**config.mk**
```make
export PLATFORM = sky130hd
export DESIGN_NAME = cavlc_nc_line_ctrl
export DESIGN_NICKNAME = d
export VERILOG_FILES = /design/src/rtl/cavlc_nc_line_ctrl.sv
export SDC_FILE = /design/constraint.sdc
export NUM_CORES = 1
export LEC_CHECK = 0
export ABC_AREA = 1
export ABC_CLOCK_PERIOD_IN_PS = 7800
export CAP_MARGIN = 20
export CORE_MARGIN = 5
export CORE_UTILIZATION = 40
export DETAILED_ROUTE_END_ITERATION = 16
export HOLD_SLACK_MARGIN = 0.15
export PLACE_DENSITY = 0.59
export SLEW_MARGIN = 40
export SYNTH_ARGS = -nofsm -noshare
export SYNTH_HDL_FRONTEND = slang
export SYNTH_SLANG_ARGS = --single-unit
```
**constraint.sdc**
```tcl
create_clock -name clk -period 7.8 [get_ports clk]
set_input_delay 1.56 -clock clk [delete_from_list [all_inputs] [get_ports clk]]
set_output_delay 1.56 -clock clk [all_outputs]
set_load 0.1 [all_outputs]
```
**src/rtl/cavlc_nc_line_ctrl.sv**
```systemverilog
// cavlc_nc_line_ctrl
//   Computes the CAVLC nC (predicted total_coeff) for the 4x4 luma and
//   chroma AC blocks of the current MB. At MB start it fetches the top
//   neighbour line entry from the top-line RAM. At MB end it writes the
//   current MB bottom row back to that RAM. The left neighbour column and
//   the current MB per-block counts are kept in registers.
//
// Optional feature macro: CAVLC_NC_CONSTRAINED_EN
//   When defined, the inputs left_avail_i and top_avail_i are added. They
//   gate neighbour availability at slice boundaries. When top_avail_i is 0
//   the RAM fetch is skipped.
//
// Ports
//   clk, rst            clock, asynchronous active-high reset
//   mb_start_i          MB start pulse (IDLE only), with mb_x_i / mb_y_i
//   top_rdy_o           high while nC queries are accepted
//   nc_req_i            nC query strobe, with nc_type_i / nc_idx_i
//   nc_o, nc_vld_o      registered nC result and its valid flag
//   tc_we_i             store total_coeff tc_val_i for tc_type_i / tc_idx_i
//   mb_done_i           MB end pulse (READY only), triggers write-back
//   wb_done_o           pulse while the write-back is issued
//   ram_rd_o/raddr/rdata top-line RAM read port (1-cycle read latency)
//   ram_we_o/waddr/wdata top-line RAM write port
module cavlc_nc_line_ctrl #(
   parameter int unsigned MB_X_W = 7,
   parameter int unsigned MB_Y_W = 8
) (
   input  logic              clk,
   input  logic              rst,
   input  logic              mb_start_i,
   input  logic [MB_X_W-1:0] mb_x_i,
   input  logic [MB_Y_W-1:0] mb_y_i,
`ifdef CAVLC_NC_CONSTRAINED_EN
   input  logic              left_avail_i,
   input  logic              top_avail_i,
`endif
   output logic              top_rdy_o,
   input  logic              nc_req_i,
   input  logic [1:0]        nc_type_i,
   input  logic [3:0]        nc_idx_i,
   output logic [4:0]        nc_o,
   output logic              nc_vld_o,
   input  logic              tc_we_i,
   input  logic [1:0]        tc_type_i,
   input  logic [3:0]        tc_idx_i,
   input  logic [4:0]        tc_val_i,
   input  logic              mb_done_i,
   output logic              wb_done_o,
   output logic              ram_rd_o,
   output logic [6:0]        ram_raddr_o,
   input  logic [35:0]       ram_rdata_i,
   output logic              ram_we_o,
   output logic [6:0]        ram_waddr_o,
   output logic [35:0]       ram_wdata_o
);

   typedef enum logic [2:0] {IDLE, RD, LAT, READY, WB} state_t;
   state_t state, state_nx;

   logic [MB_X_W-1:0] mb_x_q;
   logic              left_av, top_av;
   logic              left_av_nx, top_av_nx;

   logic [4:0] cur_luma  [16];
   logic [3:0] cur_cb    [4];
   logic [3:0] cur_cr    [4];
   logic [4:0] top_luma  [4];
   logic [3:0] top_cb    [2];
   logic [3:0] top_cr    [2];
   logic [4:0] left_luma [4];
   logic [3:0] left_cb   [2];
   logic [3:0] left_cr   [2];

   // Only the derived availability of the row index is needed later.
   always_comb begin
`ifdef CAVLC_NC_CONSTRAINED_EN
      left_av_nx = (mb_x_i != '0) && left_avail_i;
      top_av_nx  = (mb_y_i != '0) && top_avail_i;
`else
      left_av_nx = (mb_x_i != '0);
      top_av_nx  = (mb_y_i != '0);
`endif
   end

   always_ff @(posedge clk or posedge rst) begin
      if (rst) state <= IDLE;
      else     state <= state_nx;
   end

   always_comb begin
      state_nx    = state;
      top_rdy_o   = 1'b0;
      ram_rd_o    = 1'b0;
      ram_raddr_o = '0;
      ram_we_o    = 1'b0;
      ram_waddr_o = '0;
      ram_wdata_o = '0;
      wb_done_o   = 1'b0;
      case (state)
         IDLE: if (mb_start_i) state_nx = top_av_nx ? RD : READY;
         RD: begin
            ram_rd_o    = 1'b1;
            ram_raddr_o = 7'(mb_x_q);
            state_nx    = LAT;
         end
         LAT: state_nx = READY;
         READY: begin
            top_rdy_o = 1'b1;
            if (mb_done_i) state_nx = WB;
         end
         WB: begin
            ram_we_o    = 1'b1;
            ram_waddr_o = 7'(mb_x_q);
            ram_wdata_o = {cur_cr[3], cur_cr[2], cur_cb[3], cur_cb[2],
                           cur_luma[15], cur_luma[14], cur_luma[13], cur_luma[12]};
            wb_done_o   = 1'b1;
            state_nx    = IDLE;
         end
         default: state_nx = IDLE;
      endcase
   end

   // Neighbour selection and nC arithmetic for the current query.
   logic [4:0] na, nb, nc_calc;
   logic       a_av, b_av;
   logic [5:0] sum;
   logic       is_cr;
   logic [1:0] cidx;

   always_comb begin
      na    = '0;
      nb    = '0;
      a_av  = 1'b0;
      b_av  = 1'b0;
      is_cr = (nc_type_i == 2'd2);
      cidx  = nc_idx_i[1:0];
      case (nc_type_i)
         2'd0: begin
            if (nc_idx_i[1:0] != 2'd0) begin
               na   = cur_luma[nc_idx_i - 4'd1];
               a_av = 1'b1;
            end else begin
               na   = left_luma[nc_idx_i[3:2]];
               a_av = left_av;
            end
            if (nc_idx_i[3:2] != 2'd0) begin
               nb   = cur_luma[nc_idx_i - 4'd4];
               b_av = 1'b1;
            end else begin
               nb   = top_luma[nc_idx_i[1:0]];
               b_av = top_av;
            end
         end
         2'd1, 2'd2: begin
            if (cidx[0]) begin
               na   = {1'b0, is_cr ? cur_cr[cidx - 2'd1] : cur_cb[cidx - 2'd1]};
               a_av = 1'b1;
            end else begin
               na   = {1'b0, is_cr ? left_cr[cidx[1]] : left_cb[cidx[1]]};
               a_av = left_av;
            end
            if (cidx[1]) begin
               nb   = {1'b0, is_cr ? cur_cr[cidx - 2'd2] : cur_cb[cidx - 2'd2]};
               b_av = 1'b1;
            end else begin
               nb   = {1'b0, is_cr ? top_cr[cidx[0]] : top_cb[cidx[0]]};
               b_av = top_av;
            end
         end
         default: ;
      endcase
      sum = {1'b0, na} + {1'b0, nb} + 6'd1;
      if (a_av && b_av) nc_calc = sum[5:1];
      else if (a_av)    nc_calc = na;
      else if (b_av)    nc_calc = nb;
      else              nc_calc = '0;
   end

   always_ff @(posedge clk or posedge rst) begin
      if (rst) begin
         mb_x_q   <= '0;
         left_av  <= 1'b0;
         top_av   <= 1'b0;
         nc_o     <= '0;
         nc_vld_o <= 1'b0;
         for (int unsigned i = 0; i < 16; i++) cur_luma[i] <= '0;
         for (int unsigned i = 0; i < 4; i++) begin
            cur_cb[i]    <= '0;
            cur_cr[i]    <= '0;
            top_luma[i]  <= '0;
            left_luma[i] <= '0;
         end
         for (int unsigned i = 0; i < 2; i++) begin
            top_cb[i]  <= '0;
            top_cr[i]  <= '0;
            left_cb[i] <= '0;
            left_cr[i] <= '0;
         end
      end else begin
         nc_vld_o <= 1'b0;
         case (state)
            IDLE: if (mb_start_i) begin
               mb_x_q  <= mb_x_i;
               left_av <= left_av_nx;
               top_av  <= top_av_nx;
               if (!top_av_nx) begin
                  for (int unsigned i = 0; i < 4; i++) top_luma[i] <= '0;
                  for (int unsigned i = 0; i < 2; i++) begin
                     top_cb[i] <= '0;
                     top_cr[i] <= '0;
                  end
               end
            end
            LAT: begin
               for (int unsigned i = 0; i < 4; i++) top_luma[i] <= ram_rdata_i[i*5 +: 5];
               for (int unsigned i = 0; i < 2; i++) begin
                  top_cb[i] <= ram_rdata_i[20 + i*4 +: 4];
                  top_cr[i] <= ram_rdata_i[28 + i*4 +: 4];
               end
            end
            READY: begin
               // Query is evaluated from the pre-write register values.
               if (nc_req_i) begin
                  nc_o     <= nc_calc;
                  nc_vld_o <= 1'b1;
               end
               if (tc_we_i) begin
                  case (tc_type_i)
                     2'd0:    cur_luma[tc_idx_i]    <= tc_val_i;
                     2'd1:    cur_cb[tc_idx_i[1:0]] <= tc_val_i[3:0];
                     2'd2:    cur_cr[tc_idx_i[1:0]] <= tc_val_i[3:0];
                     default: ;
                  endcase
               end
            end
            WB: begin
               for (int unsigned r = 0; r < 4; r++) left_luma[r] <= cur_luma[r*4 + 3];
               for (int unsigned r = 0; r < 2; r++) begin
                  left_cb[r] <= cur_cb[r*2 + 1];
                  left_cr[r] <= cur_cr[r*2 + 1];
               end
               for (int unsigned i = 0; i < 16; i++) cur_luma[i] <= '0;
               for (int unsigned i = 0; i < 4; i++) begin
                  cur_cb[i] <= '0;
                  cur_cr[i] <= '0;
               end
            end
            default: ;
         endcase
      end
   end

endmodule

```
==> results.cfg, run 1 <==
[floorplan]
row_count = 61
initial_core_util_pct = 40.6
io_pins = 134
die_w_um = 178
core_sq_mm = 0.0278
die_height_um = 178
die_area_sq_mm = 0.0317

[synth]
synth_most_common_cell = nand2_1
synth_fp_nets = 1568
ys_top_cells_by_area = dfrtp_1, o21ai_0, nand2_1, inv_1, nand3_1
synth_top_area_share_pct = 44.8
synth-seq-area-share_pct = 44.8
synth-edff-count = 0
synth_common_cells = nand2_1, o21ai_0, dfrtp_1
synth_ff_type = dfrtp_1
synth_cell_type_count = 46
synth_area_sq_mm = 0.0113
synth_warnings = 0
ys_async_sr_fraction_pct = 100
yosysTopAreaCell = dfrtp_1
ys_ff_latch = 202
synthCells = 1483
postSynthAreaPerCell_sq_um = 7.61

[timing]
finalSetupTns_ns = 0
timing.slew.headroom_pct = 46.3
min_period_ns = 5.23
worst_pin_slew_ns = 0.805
fin_skew_ns = 0.00862
finalCritPeriodShare_pct = 67.1
fmax_ghz = 0.191
setup_viol = 0
hold_ws_ns = 0.486
timing.final.max_slew_violations = 0
rsz0062_at_grt = no
hold_viol = 0
fin_ws_ns = 2.57

[grt]
antenna_found_initial = 0
grt_pass1_wl_mm = 59.4
grt_pass1_vias = 10300
track_usage_pct = 23.9
grt_overflow_total = 0
grt_start_max_net_pins = 132

[drt]
wl_mm = 38.6
drt-wirelength-per-cell_um = 19.6
drt-initial-drc-count = 1044
ant_nets = 0
dr.pass1.iters = 5
via_per_inst = 5.39
vias = 10600
drc_errors = 0

[power_and_ir_drop]
p_total_mw = 5.05
p_leak_nw = 6.35
vdd_drop_max_uv = 181
power_density_mw_per_mm2 = 382

[critical_path]
path_cells = buf_6 > inv_4 > ha_1 > clkinv_1 > o21ai_0 > a21oi_1 > a211oi_1 > o21ai_0 > nand2_1 > nand2_1 > nand2_1 > nand2_1 > fa_1 > o21ai_0 > o21ai_0 > a21oi_1 > nor2_1 > a21boi_1
reg2reg_depth = 7
crit_path_start_kind = primary input
cp.arrival_ns = 5.68
timing.rr.start = state[1]$_DFFE_PP0P_
slowest_delay_ns = 0.62
cp.required_ns = 8.25
end_kind = register
rrSetupSlack_ns = 4.63
crit_slowest_cell = clkinv_1
critPathMaxFanout = 89
crit_path_start = nc_idx_i[0]
r2r-end = cur_luma[10]$_DFFE_PP0P_
endpoint = nc_o[3]$_DFFE_PP0P_
crit_type = primary input to register

[clocking]
worstSkewPairLatency_ns = 0.53
cts_tree = yes
cts_resized = 0
cts_buffers = 23
hold_buffers = 0
cts_buffer_depth = 3
clkTransAtPathRegs_ns = 0.06
clkSinkCount = 202
htreeDepth = 1
root_buffer = clkbuf_16
post_cts_buffers = 0

[finish]
fillCellCount = 2859
areaGrowthSynthToFinish_pct = 17.3
nets = 1657
drive_above_1_share_pct = 10.1
final_cell_area_sq_mm = 0.0132
diodes = 0

[place]
place.gp.congestion = 0.950
portBuffers = 133
hpwl_mm = 27.1
placed_cell_area_sq_mm = 0.0124
dpl_worst_slack_ns = 1.80

[worst_hold_path]
hold_class = register to register
whs_path_depth = 2

[job]
drv_cap = 0

[run_status]
outcome = completed
==> layer usage <==
metal	wire length, um	up-vias	part of all wire [%]	track usage (%)
li1	-	5116	-	-
met1	18100	5034	47	35.9
met2	16900	403	44	36.3
met4	646	0	1.7	4.64
met5	0	-	0	0
met3	2940	47	7.6	4.47
==> flip-flops by register name (all words and copies together), names as in the netlist, 3 cells and up <==
| name | cells |
|---|---|
| cur_cb | 16 |
| cur_cr | 16 |
| cur_luma | 80 |
| left_cb | 8 |
| left_cr | 8 |
| left_luma | 20 |
| mb_x_q | 7 |
| nc_o | 5 |
| state | 3 |
| top_cb | 8 |
| top_cr | 8 |
| top_luma | 20 |
==> critical path, delay by kind of cell <==
family | cells | cell delay, ns
AO/OA/AOI/OAI | 8 | 1.22
adder cells (fa/ha/maj) | 2 | 0.91
buffers and inverters | 3 | 1.51
AND/OR/NAND/NOR | 5 | 0.43
==> stage by stage <==
step / util (%) / std cells
finish: 47.6 / 1966
global route: 47.6 / 1966
CTS: 47.6 / 1966
detailed placement: 44.7 / 1925
global placement: 45.7 / 1925
floorplan: - / 1483
==> area by class of cell <==
type / count / area [sq um] / area share [%]
repair buffers: 145 / 1130 / 8.51
flip-flops and latches: 202 / 5050 / 38.2
clock buffers: 29 / 628 / 4.75
multi-input cells: 986 / 4940 / 37.3
well taps: 378 / 473 / 3.57
inverters: 214 / 821 / 6.20
clock inverters: 12 / 191 / 1.45
==> cells in the final DEF, fill, tap and decap left out, types with 3 or more instances in the layout <==
| cell type | count |
|---|---|
| buf_2 | 60 |
| ha_1 | 10 |
| a21oi_2 | 15 |
| clkbuf_8 | 3 |
| inv_1 | 199 |
| a21oi_1 | 94 |
| clkinv_1 | 5 |
| nor2_1 | 106 |
| nand4_1 | 5 |
| a211oi_1 | 4 |
| nand2_2 | 6 |
| a21o_1 | 3 |
| nand2_1 | 254 |
| nor2_2 | 4 |
| nand3_1 | 125 |
| o22ai_1 | 84 |
| clkbuf_16 | 23 |
| nand2_4 | 6 |
| o21ai_0 | 225 |
| a31oi_1 | 5 |
| buf_4 | 11 |
| inv_2 | 7 |
| clkinv_2 | 5 |
| clkdlybuf4s50_1 | 72 |
| o21ai_1 | 11 |
| a22o_1 | 3 |
| bufinv_16 | 5 |
| clkbuf_1 | 3 |
| dfrtp_1 | 202 |
==> power by group <==
group	leakage, nW	switching [mW]	internal (mW)
Sequential	2.48	0.282	1.54
Combinational	3.47	1.49	0.547
Clock	0.403	0.457	0.734
Total	6.35	2.23	2.82
==> worst min path at each step <==
stage                                           to                     start  slack, ns
after floorplan             left_cr[4]$_DFFE_PP0P_    left_cr[4]$_DFFE_PP0P_       0.45
after CTS                   left_cr[7]$_DFFE_PP0P_    left_cr[7]$_DFFE_PP0P_       0.49
final                       cur_cb[10]$_DFFE_PP0P_    cur_cb[10]$_DFFE_PP0P_       0.49
after global placement      left_cr[7]$_DFFE_PP0P_    left_cr[7]$_DFFE_PP0P_       0.46
after global routing      left_luma[6]$_DFFE_PP0P_  left_luma[6]$_DFFE_PP0P_       0.51
after detailed placement    left_cr[7]$_DFFE_PP0P_    left_cr[7]$_DFFE_PP0P_       0.47
==> kinds of logic after synthesis <==
| family | count (synthesis) | share of synthesized area (%) |
|---|---|---|
| simple gates | 517 | 19.8 |
| flops | 202 | 44.8 |
| fa+ha+maj | 11 | 1.29 |
| compound gates | 457 | 22.5 |
| xor+xnor | 1 | 0.0776 |
| buf+inv | 295 | 11.5 |
Power figures use the tool's default switching activity.
==> run 2, diff against run 1 <==
--- a/config.mk
+++ b/config.mk
@@ -6,7 +6,7 @@
 export NUM_CORES = 1
 export LEC_CHECK = 0
 export ABC_AREA = 1
-export ABC_CLOCK_PERIOD_IN_PS = 7800
+export ABC_CLOCK_PERIOD_IN_PS = 5400
 export CAP_MARGIN = 20
 export CORE_MARGIN = 5
 export CORE_UTILIZATION = 40
==> constraint.sdc (replaced) <==
create_clock -name clk -period 5.4 [get_ports clk]
set_input_delay 1.08 -clock clk [delete_from_list [all_inputs] [get_ports clk]]
set_output_delay 1.08 -clock clk [all_outputs]
set_load 0.1 [all_outputs]
==> run 2 against run 1 <==
Combinational power up 47%. Sequential power up 45%. Clock-buffer cell count up 6. Hold slack worse by 0.0048 ns. Die area unchanged. First-iteration DRC count up 23%. Total power up 44%. Worst setup slack worse by 1.5 ns. Clock skew up 0.0067 ns.
==> results.cfg, run 2 (synthesis gave the netlist of run 1 again) <==
[finish]
final_cell_area_sq_mm = 0.0133
drive_above_1_share_pct = 10.5
nets = 1666
layout_commonest_cell = nand2_1
areaGrowthSynthToFinish_pct = 18.2
largest_reg_flops = 80
final_cell_mix = nand2_1, o21ai_0, dfrtp_1, inv_1, nand3_1
diodes = 0
top_register = cur_luma
reg_top3 = cur_luma x80, left_luma x20, top_luma x20

[clocking]
hold_buffers = 0
clkSinkCount = 202
root_buffer = clkbuf_16
post_cts_buffers = 0
worstSkewPairLatency_ns = 0.53
htreeDepth = 1
cts_buffers = 24
clkTransAtPathRegs_ns = 0.06
cts_buffer_depth = 3
cts_resized = 0
cts_tree = yes

[grt]
grt_use_met2_pct = 35.7
track_usage_pct = 24.5
grt_overflow_total = 0
grt_pass1_wl_mm = 60.3
busiest_layer = met1
antenna_found_initial = 0
use_met3_pct = 3.96
grt_pass1_vias = 10300
grt.met1_usage_pct = 37.2
grt_start_max_net_pins = 150

[critical_path]
endpoint = nc_o[3]$_DFFE_PP0P_
reg2reg_depth = 11
cpMostUsedCell = nand3_1
crit_path_start_kind = primary input
cp.required_ns = 5.85
rrSetupSlack_ns = 2.60
slowest_delay_ns = 0.70
crit_type = primary input to register
end_kind = register
r2r-end = cur_cr[2]$_DFFE_PP0P_
critPathMaxFanout = 8
crit_slowest_cell = clkdlybuf4s50_1
timing.rr.start = state[1]$_DFFE_PP0P_
crit_path_start = nc_idx_i[3]
cp.arrival_ns = 4.74
path_cells = clkdlybuf4s50_1 > clkinv_1 > ha_1 > inv_1 > nand3_1 > o211ai_1 > nand3_1 > nand3_1 > nand2_1 > fa_1 > o21ai_0 > o21ai_0 > a21oi_1 > nor2_1 > a21boi_1

[drt]
wl_mm = 39.3
drt-initial-drc-count = 1281
drc_errors = 0
vias = 10800
ant_nets = 0
via_per_inst = 5.47
drt-wirelength-per-cell_um = 19.9
dr.pass1.iters = 5

[timing]
worst_pin_slew_ns = 0.702
min_period_ns = 4.29
timing.slew.headroom_pct = 53.2
rsz0062_at_grt = no
finalCritPeriodShare_pct = 79.4
setup_viol = 0
fmax_ghz = 0.233
hold_viol = 0
finalSetupTns_ns = 0
timing.final.max_slew_violations = 0
fin_skew_ns = 0.0153

[floorplan]
die_height_um = 178
core_sq_mm = 0.0278
die_w_um = 178
row_count = 61
die_area_sq_mm = 0.0317
initial_core_util_pct = 40.6
io_pins = 134

[power_and_ir_drop]
vdd_drop_max_uv = 257
p_leak_nw = 6.39
power_density_mw_per_mm2 = 545

[job]
drv_cap = 0

[place]
hpwl_mm = 27.6
portBuffers = 133
place.gp.congestion = 0.951
placed_cell_area_sq_mm = 0.0125

[run_status]
outcome = completed

[worst_hold_path]
hold_class = register to register
run 2: cell types whose count changed in the layout (fill, tap and decap cells not counted), sizes merged:
| cell | before | now |
|---|---|---|
| bufinv | 5 | 2 |
| clkbuf | 29 | 35 |
| clkinv | 10 | 11 |
| buf | 73 | 81 |
| inv | 210 | 208 |
run 2: area by class of cell:
| class | instances | area [sq um] |
|---|---|---|
| Clock buffer | 35 | 703 |
| Clock inverter | 8 | 90.1 |
| Fill cell | 2823 | 14400 |
| Inverter | 214 | 812 |
| Multi-Input combinational cell | 986 | 4940 |
| Sequential cell | 202 | 5050 |
| Tap cell | 378 | 473 |
| Timing Repair Buffer | 153 | 1260 |
run 2: where the power goes:
group	switching, mW	internal, mW	leakage (nW)	total [mW]
logic	2.18	0.810	3.51	2.99
registers	0.405	2.22	2.48	2.63
clock network	0.649	0.994	0.396	1.64
run 2: per-layer routing:
layer,share of wire [%],up-vias
met5,0,-
met4,2.9,0
met3,7.8,73
met2,43,450
met1,46,5148
li1,-,5139
run 2: worst min-delay path by stage:
| stage | startpoint | to | slack [ns] | cells after the start |
|---|---|---|---|---|
| after floorplan | left_cr[4]$_DFFE_PP0P_ | left_cr[4]$_DFFE_PP0P_ | 0.45 | 2 |
| after global placement | left_luma[17]$_DFFE_PP0P_ | left_luma[17]$_DFFE_PP0P_ | 0.46 | 2 |
| after detailed placement | left_cr[7]$_DFFE_PP0P_ | left_cr[7]$_DFFE_PP0P_ | 0.47 | 2 |
| after CTS | left_cr[7]$_DFFE_PP0P_ | left_cr[7]$_DFFE_PP0P_ | 0.48 | 2 |
| after global routing | cur_cb[3]$_DFFE_PP0P_ | cur_cb[3]$_DFFE_PP0P_ | 0.50 | 2 |
| final | left_luma[6]$_DFFE_PP0P_ | left_luma[6]$_DFFE_PP0P_ | 0.48 | 2 |
run 2: metrics by stage:
step	util, %	worst slack (ns)	power, mW	hold WS [ns]	cells
after CTS	48.0	1.22	7.28	0.484	1976
after global routing	48.0	0.882	7.74	0.498	1976
after global placement	45.8	0.645	5.65	0.463	1933
after floorplan	-	0.923	4.76	0.448	1483
after detailed placement	45.1	0.687	5.61	0.469	1933
final	48.0	1.11	7.26	0.481	1976
run 2: worst max-delay path: cells and delay by family:
family | cells | cell delay (ns)
buffers and inverters | 3 | 1.31
AOI/OAI and AO/OA | 5 | 0.83
and+or+nand+nor | 5 | 0.57
adders and majority gates | 2 | 0.92
==> run 3, diff against run 2 <==
--- a/config.mk
+++ b/config.mk
@@ -6,13 +6,13 @@
 export NUM_CORES = 1
 export LEC_CHECK = 0
 export ABC_AREA = 1
-export ABC_CLOCK_PERIOD_IN_PS = 5400
+export ABC_CLOCK_PERIOD_IN_PS = 3750
 export CAP_MARGIN = 20
 export CORE_MARGIN = 5
 export CORE_UTILIZATION = 40
 export DETAILED_ROUTE_END_ITERATION = 16
 export HOLD_SLACK_MARGIN = 0.15
-export PLACE_DENSITY = 0.59
+export PLACE_DENSITY = 0.62
 export SLEW_MARGIN = 40
 export SYNTH_ARGS = -nofsm -noshare
 export SYNTH_HDL_FRONTEND = slang
==> constraint.sdc (replaced) <==
create_clock -name clk -period 3.75 [get_ports clk]
set_input_delay 0.75 -clock clk [delete_from_list [all_inputs] [get_ports clk]]
set_output_delay 0.75 -clock clk [all_outputs]
set_load 0.1 [all_outputs]
==> run 3 against run 2 <==
Register-to-register slack worse by 1.5 ns. Largest power group unchanged. First-iteration DRC count decreased by 2.0%. Non-clock buffer count rose by 55.
==> results.cfg, run 3 (synthesis gave the netlist of run 1 again) <==
[run_status]
outcome = completed

[job]
drv_cap = 0

[floorplan]
core_sq_mm = 0.0278
io_pins = 134
die_w_um = 178
die_height_um = 178
die_area_sq_mm = 0.0317
initial_core_util_pct = 40.6
row_count = 61

[finish]
largest_reg_flops = 80
areaGrowthSynthToFinish_pct = 25.3
fillCellCount = 2676
drive_above_1_share_pct = 13.6
diodes = 0
fin_cells = 2029
seq_area_sq_mm = 0.00505
layout_commonest_cell = nand2_1
nets = 1720
top_register = cur_luma
utilization_pct = 50.9
reg_top3 = cur_luma x80, left_luma x20, top_luma x20
multi_input_area_sq_mm = 0.00494
final_cell_mix = nand2_1, o21ai_0, dfrtp_1, inv_1, nand3_1

[drt]
drc_errors = 0
wl_mm = 37.9
dr.pass1.iters = 6
via_per_inst = 5.37
drt-initial-drc-count = 1255
vias = 10900
ant_nets = 0
drt-wirelength-per-cell_um = 18.7

[timing]
finalSetupTns_ns = 0
timing.final.max_slew_violations = 0
fmax_ghz = 0.289
setup_viol = 0
worst_pin_slew_ns = 0.725
fin_ws_ns = 0.287
rsz0062_at_grt = no
hold_viol = 0
min_period_ns = 3.46
finalCritPeriodShare_pct = 92.3
fin_skew_ns = 0.0150
timing.slew.headroom_pct = 51.6

[critical_path]
crit_path_start = nc_idx_i[1]
cp.required_ns = 4.20
path_cells = clkdlybuf4s50_1 > inv_2 > ha_1 > nand2_1 > nand2_2 > a211oi_1 > o21ai_0 > nand2_1 > nand2_1 > nand2_1 > nand2_1 > fa_1 > o21ai_0 > o21ai_0 > a21oi_1 > nor2_1 > a21boi_1
slowest_delay_ns = 0.55
cp.arrival_ns = 3.91
end_kind = register
timing.rr.start = cur_luma[56]$_DFFE_PP0P_
crit_path_start_kind = primary input
crit_type = primary input to register
crit_slowest_cell = clkdlybuf4s50_1
cpMostUsedCell = nand2_1
critPathMaxFanout = 13

[place]
hpwl_mm = 27.9
numPlacedInstances = 1988
dpl_worst_slack_ns = -0.260
place.gp.congestion = 0.969
portBuffers = 133

[worst_hold_path]
worstHoldStart = nc_o[1]$_DFFE_PP0P_
hold_class = register to register

[grt]
grt_pass1_wl_mm = 59.5
track_usage_pct = 23.6
antenna_found_initial = 0
grt_overflow_total = 0
grt_pass1_vias = 10500
grt_start_max_net_pins = 86

[clocking]
clkTransAtPathRegs_ns = 0.06
htreeDepth = 1
clkSinkCount = 202
cts_tree = yes
cts_buffers = 23
worstSkewPairLatency_ns = 0.53
cts_buffer_depth = 3
hold_buffers = 0
root_buffer = clkbuf_16

[power_and_ir_drop]
vdd_drop_max_uv = 431
p_leak_nw = 6.72
power_density_mw_per_mm2 = 753
==> run 3: area by class of cell <==
cell class | count | share of cell area, %
sequential | 202 | 35.8
multi-input combinational | 986 | 35.0
timing repair buffer | 208 | 14.6
inverter | 214 | 5.75
clock buffer | 31 | 4.64
tap | 378 | 3.35
clock inverter | 10 | 0.938
==> run 3: layer usage <==
layer / track usage (%) / routed length [um]
met3: 2.83 / 2810
met5: 0 / 0
met1: 35.4 / 17300
met2: 36.6 / 17000
met4: 5.67 / 843
==> run 3: where the power goes <==
group / total (mW) / internal (mW) / switching, mW / leakage (nW)
Sequential: 3.80 / 3.20 / 0.598 / 2.48
Combinational: 4.49 / 1.35 / 3.14 / 3.84
Clock: 2.36 / 1.43 / 0.932 / 0.394
Total: 10.6 / 5.98 / 4.67 / 6.72
==> run 3: path summary, 6_finish.rpt <==
| path | to | cells past startpoint | slack, ns |
|---|---|---|---|
| hold reg to reg | nc_o[1]$_DFFE_PP0P_ | 2 | 0.48 |
| max in group asynchronous | cur_luma[52]$_DFFE_PP0P_ | 3 | 2.28 |
| min in group asynchronous | left_luma[8]$_DFFE_PP0P_ | 2 | 0.69 |
| setup reg to reg | nc_o[3]$_DFFE_PP0P_ | 15 | 1.09 |
| setup / recovery | nc_o[3]$_DFFE_PP0P_ | 17 | 0.29 |
| hold / removal | nc_o[1]$_DFFE_PP0P_ | 2 | 0.48 |
==> run 3: critical path, delay by kind of cell <==
kind / cells / cell delay, ns
fa+ha+maj: 2 / 0.70
compound gates: 6 / 1.22
buf+inv: 2 / 0.61
simple gates: 7 / 0.62
==> run 3: per-stage QoR <==
stage	cell area (sq um)	hold WS, ns	power, mW
after global routing	14100	0.506	11.3
after detailed placement	13300	0.468	8.25
after CTS	14100	0.482	10.6
after floorplan	11300	0.448	6.86
after global placement	13400	0.462	8.20
final	14100	0.476	10.6
==> run 3: timing repair <==
| action | in CTS | in global routing |
|---|---|---|
| resized for setup | 0 | 1 |
| buffers inserted | 0 | 0 |
| setup endpoints to repair | 0 | 1 |
